<file path="config.mk">
export PLATFORM = sky130hd
export DESIGN_NAME = qspi_xfer_seq
export DESIGN_NICKNAME = d
export VERILOG_FILES = /design/src/rtl/qspi_xfer_seq.sv
export SDC_FILE = /design/constraint.sdc
export NUM_CORES = 1
export LEC_CHECK = 0
export BUFFER_PORTS_ARGS = -buffer_cell sky130_fd_sc_hd__buf_2
export CORE_ASPECT_RATIO = 2
export CORE_UTILIZATION = 53
export DETAILED_ROUTE_END_ITERATION = 7
export GPL_TIMING_DRIVEN = 0
export PLACE_DENSITY = 0.76
export SLEW_MARGIN = 20
export SYNTH_ARGS = -nofsm -noshare
export SYNTH_HDL_FRONTEND = slang
export SYNTH_SLANG_ARGS = --single-unit
</file>
<file path="constraint.sdc">
create_clock -name h_clk -period 2.45 [get_ports h_clk]
set_clock_uncertainty 0.05 [all_clocks]
set_input_delay 0.3675 -clock h_clk [delete_from_list [all_inputs] [get_ports h_clk]]
set_output_delay 0.3675 -clock h_clk [all_outputs]
set_load 0.01 [all_outputs]
</file>
<file path="src/rtl/qspi_xfer_seq.sv">
// Quad-SPI transfer sequencer: chip select, CMD/ADDR/DUMMY/DATA phases and a
// mode-0 SCLK made from a programmable half-period tick.
module qspi_xfer_seq (
    input  logic        h_clk,
    input  logic        h_rstn,
    input  logic        start,
    input  logic [7:0]  cmd,
    input  logic [23:0] addr,
    input  logic        addr_quad,
    input  logic [3:0]  dummy_cyc,
    input  logic [7:0]  data_len,
    input  logic        data_wr,
    input  logic [7:0]  clk_div,
    input  logic [7:0]  tx_data,
    input  logic        tx_valid,
    output logic        tx_ready,
    output logic [7:0]  rx_data,
    output logic        rx_valid,
    output logic        busy,
    output logic        done,
    output logic        sclk_out,
    output logic        cs_n_out,
    output logic [3:0]  io_out,
    output logic [3:0]  io_oe,
    input  logic [3:0]  io_in
);

    typedef enum logic [2:0] {
        S_IDLE, S_CS_SETUP, S_CMD, S_ADDR, S_DUMMY, S_DATA, S_CS_HOLD, S_DONE
    } state_t;

    state_t      state_q, state_d;
    logic [7:0]  div_q, div_d;
    logic        sclk_q, sclk_d;
    logic        cs_n_q, cs_n_d;
    logic [3:0]  oe_q, oe_d;
    logic [31:0] sh_q, sh_d;
    logic        quad_q, quad_d;
    logic [4:0]  cyc_q, cyc_d;
    logic [7:0]  bytes_q, bytes_d;
    logic [23:0] addr_q, addr_d;
    logic        aquad_q, aquad_d;
    logic [3:0]  dummy_q, dummy_d;
    logic [7:0]  len_q, len_d;
    logic        wr_q, wr_d;
    logic [7:0]  div_cfg_q, div_cfg_d;
    logic [7:0]  hold_q, hold_d;
    logic        hold_full_q, hold_full_d;
    logic        have_q, have_d;
    logic [3:0]  rx_hi_q, rx_hi_d;
    logic [7:0]  rx_data_q, rx_data_d;
    logic        rx_valid_q, rx_valid_d;

    logic stall;
    logic tick;
    logic enter_post;

    // A write byte boundary with nothing to send freezes SCLK low until the
    // holding register fills; the divider restarts from zero afterwards.
    assign stall    = (state_q == S_DATA) && wr_q && !have_q;
    assign tick     = (div_q == div_cfg_q) && !stall;
    assign tx_ready = (state_q == S_DATA) && wr_q && !hold_full_q;

    assign busy     = (state_q != S_IDLE);
    assign done     = (state_q == S_DONE);
    assign sclk_out = sclk_q;
    assign cs_n_out = cs_n_q;
    assign io_oe    = oe_q;
    assign io_out   = quad_q ? sh_q[31:28] : {3'b000, sh_q[31]};
    assign rx_data  = rx_data_q;
    assign rx_valid = rx_valid_q;

    always_ff @(posedge h_clk or negedge h_rstn) begin
        if (!h_rstn) begin
            state_q     <= S_IDLE;
            div_q       <= 8'd0;
            sclk_q      <= 1'b0;
            cs_n_q      <= 1'b1;
            oe_q        <= 4'b0000;
            sh_q        <= 32'd0;
            quad_q      <= 1'b0;
            cyc_q       <= 5'd0;
            bytes_q     <= 8'd0;
            addr_q      <= 24'd0;
            aquad_q     <= 1'b0;
            dummy_q     <= 4'd0;
            len_q       <= 8'd0;
            wr_q        <= 1'b0;
            div_cfg_q   <= 8'd0;
            hold_q      <= 8'd0;
            hold_full_q <= 1'b0;
            have_q      <= 1'b0;
            rx_hi_q     <= 4'd0;
            rx_data_q   <= 8'd0;
            rx_valid_q  <= 1'b0;
        end else begin
            state_q     <= state_d;
            div_q       <= div_d;
            sclk_q      <= sclk_d;
            cs_n_q      <= cs_n_d;
            oe_q        <= oe_d;
            sh_q        <= sh_d;
            quad_q      <= quad_d;
            cyc_q       <= cyc_d;
            bytes_q     <= bytes_d;
            addr_q      <= addr_d;
            aquad_q     <= aquad_d;
            dummy_q     <= dummy_d;
            len_q       <= len_d;
            wr_q        <= wr_d;
            div_cfg_q   <= div_cfg_d;
            hold_q      <= hold_d;
            hold_full_q <= hold_full_d;
            have_q      <= have_d;
            rx_hi_q     <= rx_hi_d;
            rx_data_q   <= rx_data_d;
            rx_valid_q  <= rx_valid_d;
        end
    end

    always_comb begin
        state_d     = state_q;
        sclk_d      = sclk_q;
        cs_n_d      = cs_n_q;
        oe_d        = oe_q;
        sh_d        = sh_q;
        quad_d      = quad_q;
        cyc_d       = cyc_q;
        bytes_d     = bytes_q;
        addr_d      = addr_q;
        aquad_d     = aquad_q;
        dummy_d     = dummy_q;
        len_d       = len_q;
        wr_d        = wr_q;
        div_cfg_d   = div_cfg_q;
        hold_d      = hold_q;
        hold_full_d = hold_full_q;
        have_d      = have_q;
        rx_hi_d     = rx_hi_q;
        rx_data_d   = rx_data_q;
        rx_valid_d  = 1'b0;
        enter_post  = 1'b0;

        if ((state_q == S_IDLE) || stall || tick) begin
            div_d = 8'd0;
        end else begin
            div_d = div_q + 8'd1;
        end

        case (state_q)
            S_IDLE: begin
                if (start) begin
                    addr_d      = addr;
                    aquad_d     = addr_quad;
                    dummy_d     = dummy_cyc;
                    len_d       = data_len;
                    wr_d        = data_wr;
                    div_cfg_d   = clk_div;
                    sh_d        = {cmd, 24'd0};
                    quad_d      = 1'b0;
                    oe_d        = 4'b0001;
                    cs_n_d      = 1'b0;
                    cyc_d       = 5'd8;
                    have_d      = 1'b0;
                    hold_full_d = 1'b0;
                    state_d     = S_CS_SETUP;
                end
            end
            S_CS_SETUP: begin
                if (tick) begin
                    state_d = S_CMD;
                end
            end
            S_CMD, S_ADDR, S_DUMMY, S_DATA: begin
                if (stall) begin
                    if (hold_full_q) begin
                        sh_d        = {hold_q, 24'd0};
                        have_d      = 1'b1;
                        hold_full_d = 1'b0;
                    end
                end else if (tick && !sclk_q) begin
                    sclk_d = 1'b1;
                    if ((state_q == S_DATA) && !wr_q) begin
                        if (cyc_q == 5'd2) begin
                            rx_hi_d = io_in;
                        end else begin
                            rx_data_d  = {rx_hi_q, io_in};
                            rx_valid_d = 1'b1;
                        end
                    end
                end else if (tick) begin
                    sclk_d = 1'b0;
                    if (cyc_q != 5'd1) begin
                        cyc_d = cyc_q - 5'd1;
                        sh_d  = quad_q ? {sh_q[27:0], 4'h0} : {sh_q[30:0], 1'b0};
                    end else begin
                        // Last falling edge of the phase: set up the next one now
                        // so its first bits are on the lines before the next rise.
                        case (state_q)
                            S_CMD: begin
                                sh_d    = {addr_q, 8'd0};
                                quad_d  = aquad_q;
                                cyc_d   = aquad_q ? 5'd6 : 5'd24;
                                oe_d    = aquad_q ? 4'b1111 : 4'b0001;
                                state_d = S_ADDR;
                            end
                            S_ADDR: begin
                                if (dummy_q != 4'd0) begin
                                    cyc_d   = {1'b0, dummy_q};
                                    oe_d    = 4'b0000;
                                    state_d = S_DUMMY;
                                end else begin
                                    enter_post = 1'b1;
                                end
                            end
                            S_DUMMY: begin
                                enter_post = 1'b1;
                            end
                            default: begin
                                bytes_d = bytes_q - 8'd1;
                                if (bytes_q == 8'd1) begin
                                    state_d = S_CS_HOLD;
                                end else begin
                                    cyc_d = 5'd2;
                                    if (wr_q) begin
                                        if (hold_full_q) begin
                                            sh_d        = {hold_q, 24'd0};
                                            hold_full_d = 1'b0;
                                        end else begin
                                            have_d = 1'b0;
                                        end
                                    end
                                end
                            end
                        endcase
                    end
                end
            end
            S_CS_HOLD: begin
                if (tick) begin
                    cs_n_d  = 1'b1;
                    oe_d    = 4'b0000;
                    state_d = S_DONE;
                end
            end
            S_DONE: begin
                state_d = S_IDLE;
            end
            default: begin
                state_d = S_IDLE;
            end
        endcase

        if (enter_post) begin
            if (len_q != 8'd0) begin
                cyc_d   = 5'd2;
                bytes_d = len_q;
                quad_d  = 1'b1;
                sh_d    = 32'd0;
                have_d  = 1'b0;
                oe_d    = wr_q ? 4'b1111 : 4'b0000;
                state_d = S_DATA;
            end else begin
                state_d = S_CS_HOLD;
            end
        end

        // Holding register is only ever filled while empty and only drained
        // while full, so these two updates never collide.
        if (tx_ready && tx_valid) begin
            hold_d      = tx_data;
            hold_full_d = 1'b1;
        end
    end

endmodule

</file>
# After elaboration in Yosys (flattened, before gate mapping)
# Index checks and enable logic that the tools add are counted.
# op_classes
add_sub_neg	3
eq_ne	30
mux	109
bitwise	2
reduce_logical	31
# op_table
operator	n
$mux W32	11
$pmux W32 S2	2
$mux W8	9
$mux W5	10
$mux W4	12
$mux W1	43
$mux W3	10
$ne A4 B4 Y1 const B	7
$ne A3 B3 Y1 const B	8
$pmux W3 S5	1
$pmux W5 S3	1
$eq A3 B3 Y1 const B	4
$pmux W4 S3	1
$pmux W1 S2	5
$pmux W5 S2	1
$reduce_and A10 Y1	1
$reduce_and A5 Y1	2
$pmux W3 S3	1
$add A8 B1 Y8 const B	1
$eq A8 B1 Y1 const B	1
$eq A8 B8 Y1	1
$pmux W4 S2	1
$reduce_and A8 Y1	1
$reduce_bool A8 Y1	1
other kinds (23)	40
# word_totals
reg_bits	132
inputBits	70
word_cells	196

# Logic depth before layout (Yosys ltp)
# logic_depth
depth_word	11
ltp_mapped	11
mapped_depth_nobuf	8

# Least setup slack after synthesis
# OpenSTA, ideal clock, no wires.
# synth_path
kind	reg2reg
start	reg cyc_q[1]
end	reg sh_q[7]
t_arrival_ps	2474
required_time_ps	2279
slack_ps	-195
stages_incl_launch_ff	11
path_buffers	2
path_cell_list	dfrtp_1 -> inv_1 -> ha_1 -> or4b_1 -> buf_4 -> a211oi_4 -> nand3_2 -> or2_1 -> buf_6 -> a41o_1 -> a22o_1
# synth_via
elab_chain_cells	8
# synth_rtl
element	line_no	source
from (decl)	39	logic [4:0] cyc_q, cyc_d;
from (signal assigned)	104	cyc_q <= cyc_d;
$ne A5 B1 Y1 (*)	193	if (cyc_q != 5'd1) begin
$mux W32	193	
$mux W32	191	end else if (tick) begin
$mux W32	181	end else if (tick && !sclk_q) begin
$mux W32	175	if (stall) begin
$pmux W32 S2	150	case (state_q)
$mux W32	255	if (len_q != 8'd0) begin
$mux W32 (*)	254	if (enter_post) begin
named net sh_d[7]	37	logic [31:0] sh_q, sh_d;
to (signal assigned)	80	sh_q <= 32'd0;
to (signal assigned)	102	sh_q <= sh_d;
to (decl)	37	
# Mark *: on every way through the listed nets, which the timed path passes. The rest lies on a longest branch.
# A chain may end at the register's enable or synchronous reset.

# Worst setup path after layout
# Ends and elaborated chain as after synthesis.

==> run summary <==
Starting Density - 0.5399
Synth Area in Simple Gates - 0.1588
WHS Endpoint - addr_q[16]
Final Hold Viols - 0
Worst Path Required - 2.71 ns
Post-Route WL - 26930 um
worst r2r path cells - 9
outcome - finished with violations
Clk pin slew, worst setup/hold paths - 0.06 ns
Max Slew Vio Count - 0
Synth Area in Compound Gates - 0.1780
crit path max fanout - 4
Hold Crit Start - addr[16]
CP arrival - 2.82 ns
Filler cells - 1108
Mapped Area - 7706 um2
Ports - 92
Max Freq - 390.3 MHz
Synth Flop Type - dfrtp_1
sequential fraction of the synthesis area - 0.4288
WL/cell - 23.63 um
synthesized flop and latch total - 132
RSZ-0062 raised after global routing - yes
worst slack, placed - -0.8354 ns
Global Route Usage Sum - 0.3706
register area - 3313 um2
largest net degree at the start of global routing - 86
EDFF count, synth - 0
syn_area_per_cell - 9.792 um2
Synth cell types - 67
DRT iter0 DRCs - 772
Nets - 1011
FFs w/ async S/R, synth - 1.000
CTS Buf Count - 17
Post-Synth Adder-Cell Area - 0.009742
GPL Wtd Cong - 0.9865
Slew @ Worst Pin - 0.7426 ns
DPL Wire Length - 18060 um
Mapped Cells - 787
initial antenna violation count - 0
largest family of logic cells by synthesized area - compound AO/OA/AOI/OAI gates
Area Growth Syn to Fin - 31.13%
leakage - 0.004533 uW
Synth Area in XOR/XNOR - 0.02728
drt drc - 0
Syn Nets - 863
area of the multi-input gates - 4653 um2
first-pass GRT wire length - 41530 um
Worst R2R Start - cyc_q[1]
Synth warnings - 0
worst setup path category - reg2reg
DRT antenna net count - 0
H-Tree Level Count - 4
pwr dens - 1049 nW/um2
vias in the first global route - 7765
Placeable Area - 14270 um2
Hold Path Stages - 2
Die X - 87.27 um
Worst R2R Setup Slack - -0.11 ns
CTS tree - built
Die Area - 15060 um2
VDD IR max - 0.6845 mV
Final WS setup - -0.1123 ns
total power - 10600 uW
CTS sink cnt - 132
hold_ws - 0.1161 ns
failing checks - negative setup slack
Setup crit end kind - flip-flop
Port Buffer Count - 91
CTS root buffer - clkbuf_16
Critical Path Start Type - flip-flop
via count - 7576
Vias/cell - 6.646
clk_lat worst skew - 0.43 ns
min Tclk post-route - 2.562 ns
Die H - 172.5 um
Rel. slew slack - 0.5049
min-delay worst type - in2reg
post-synthesis mux area share - 0.1614
ANT cells - 0
row count - 62
Final period util - 1.046
TritonRoute pass-1 iters - 6
reg2reg end - sh_q[7]
grt ovf - 0
layout cells sized above 1 - 0.3882
clock buffer depth - 2
final setup vio count - 24
max_cap viols - 0
-- cells in the final DEF, fill, tap and decap left out, drive strengths merged, types with 4 or more instances in the layout --
cell type    n
nor2        57
nor3        25
and3         4
nand2       47
nand3       25
o21ai       51
o221ai       8
a22o         6
xnor2       16
nor2b       23
bufinv       4
a221oi      11
xor2         8
o41ai        6
and2         7
a31oi        5
mux2i       41
inv         16
a21oi       45
nor3b        4
a22oi       10
dfrtp      131
ha           6
a21o        11
o31ai        5
nor4b        5
a41oi        4
a211oi      22
nor4         6
clkbuf      53
nand4        9
a211o        4
nand2b      13
buf        148
mux2        74
-- cells in the mapped netlist (5+ instances only) --
cell type,count,area share
dfrtp_1,131,0.43
and2_1,6,0.0049
a21o_1,11,0.011
inv_1,12,0.0058
nor2_1,57,0.028
clkbuf_1,40,0.019
mux2i_1,41,0.053
nand4_1,9,0.0073
xnor2_1,16,0.018
mux2_2,74,0.11
ha_1,6,0.0097
nand2b_1,13,0.011
nor4_1,5,0.0041
a211oi_1,21,0.020
xor2_1,8,0.0091
buf_2,9,0.0058
o21ai_0,47,0.031
a221oi_1,11,0.013
a21oi_1,45,0.029
o41ai_1,6,0.0068
a22oi_1,10,0.0097
a31oi_1,5,0.0041
o31ai_1,5,0.0049
nor3_1,25,0.016
nand2_1,47,0.023
a22o_1,6,0.0068
nor2b_1,23,0.019
nand3_1,24,0.016
o221ai_1,8,0.0091
-- critical path, cell delays in order (launching register included) --
cell	delay [ns]
dfrtp_1	0.38
inv_2	0.09
ha_4	0.13
or4b_4	0.52
a211oi_4	0.25
nand3_4	0.12
or2_1	0.25
buf_6	0.14
a41o_4	0.27
a22o_1	0.24
-- cell type report --
class / count / area share
multi-input cells: 588 / 0.4605
flip-flops and latches: 132 / 0.3279
repair buffers: 135 / 0.08630
clock buffers: 19 / 0.04383
plain buffers: 48 / 0.03331
well taps: 192 / 0.02377
clock inverters: 13 / 0.01956
inverters: 13 / 0.004829
-- where the power goes --
| part | switching (uW) | leakage, uW | internal [uW] |
|---|---|---|---|
| Combinational | 2720 | 0.00252 | 1760 |
| Clock | 1030 | 0.000303 | 1750 |
| Sequential | 604 | 0.00171 | 2740 |
| Total | 4360 | 0.00453 | 6250 |
-- logic make-up (layout without fill, tap and decap cells) --
| group | count (synthesis) | in the layout |
|---|---|---|
| AO/OA/AOI/OAI | 204 | 205 |
| XOR/XNOR | 24 | 24 |
| adder cells (fa/ha/maj) | 6 | 6 |
| buffers and inverters | 68 | 228 |
| flip-flops | 132 | 132 |
| multiplexers | 115 | 115 |
| AND/OR/NAND/NOR | 238 | 238 |
-- flip-flops by register name (all words and copies together), names as in the netlist, 3 cells and up --
| name | count |
|---|---|
| cyc_q | 5 |
| state_q | 3 |
| rx_hi_q | 4 |
| len_q | 8 |
| addr_q | 24 |
| div_q | 8 |
| sh_q | 32 |
| rx_data | 8 |
| dummy_q | 4 |
| hold_q | 8 |
| io_oe | 4 |
| bytes_q | 8 |
| div_cfg_q | 8 |
-- through the flow --
| stage | instance area (um2) | cells | util | setup TNS [ns] |
|---|---|---|---|---|
| floorplan | 7727 | 787 | - | -0.3659 |
| finish | 10100 | 1140 | 0.7079 | -1.326 |
| global placement | 8423 | 1070 | 0.5901 | -160.45 |
| global route | 10100 | 1140 | 0.7079 | -3.916 |
| detailed placement | 8473 | 1071 | 0.5936 | -36.00 |
| CTS | 9920 | 1137 | 0.6950 | -2.572 |
-- how the worst max path moves through the flow --
stage | slack (ns) | end | from | cells after the start
floorplan | -0.06 | sh_q[7] | cyc_q[1] | 10
global placement | -1.22 | sh_q[5] | cyc_q[1] | 7
detailed placement | -0.84 | io_oe[3] | state_q[2] | 9
CTS | -0.15 | sh_q[4] | cyc_q[1] | 10
global route | -0.17 | io_oe[3] | cyc_q[1] | 10
finish | -0.11 | sh_q[7] | cyc_q[1] | 9
-- layer usage --
layer / up-vias / wire (um) / GRT usage
met4: 0 / 2425 / 0.2869
met3: 209 / 1978 / 0.1022
met5: - / 0 / 0
li1: 3221 / - / -
met2: 487 / 13460 / 0.6029
met1: 3659 / 9070 / 0.3942
-- repair_timing --
action,4_1_cts,5_1_grt
pin swaps,29,21
resized for setup,152,63
gates cloned,3,0
endpoints found under the hold margin,46,0
hold buffers,1,0
setup buffers,34,8
setup endpoints to repair,118,113
Power figures use the tool's default switching activity.
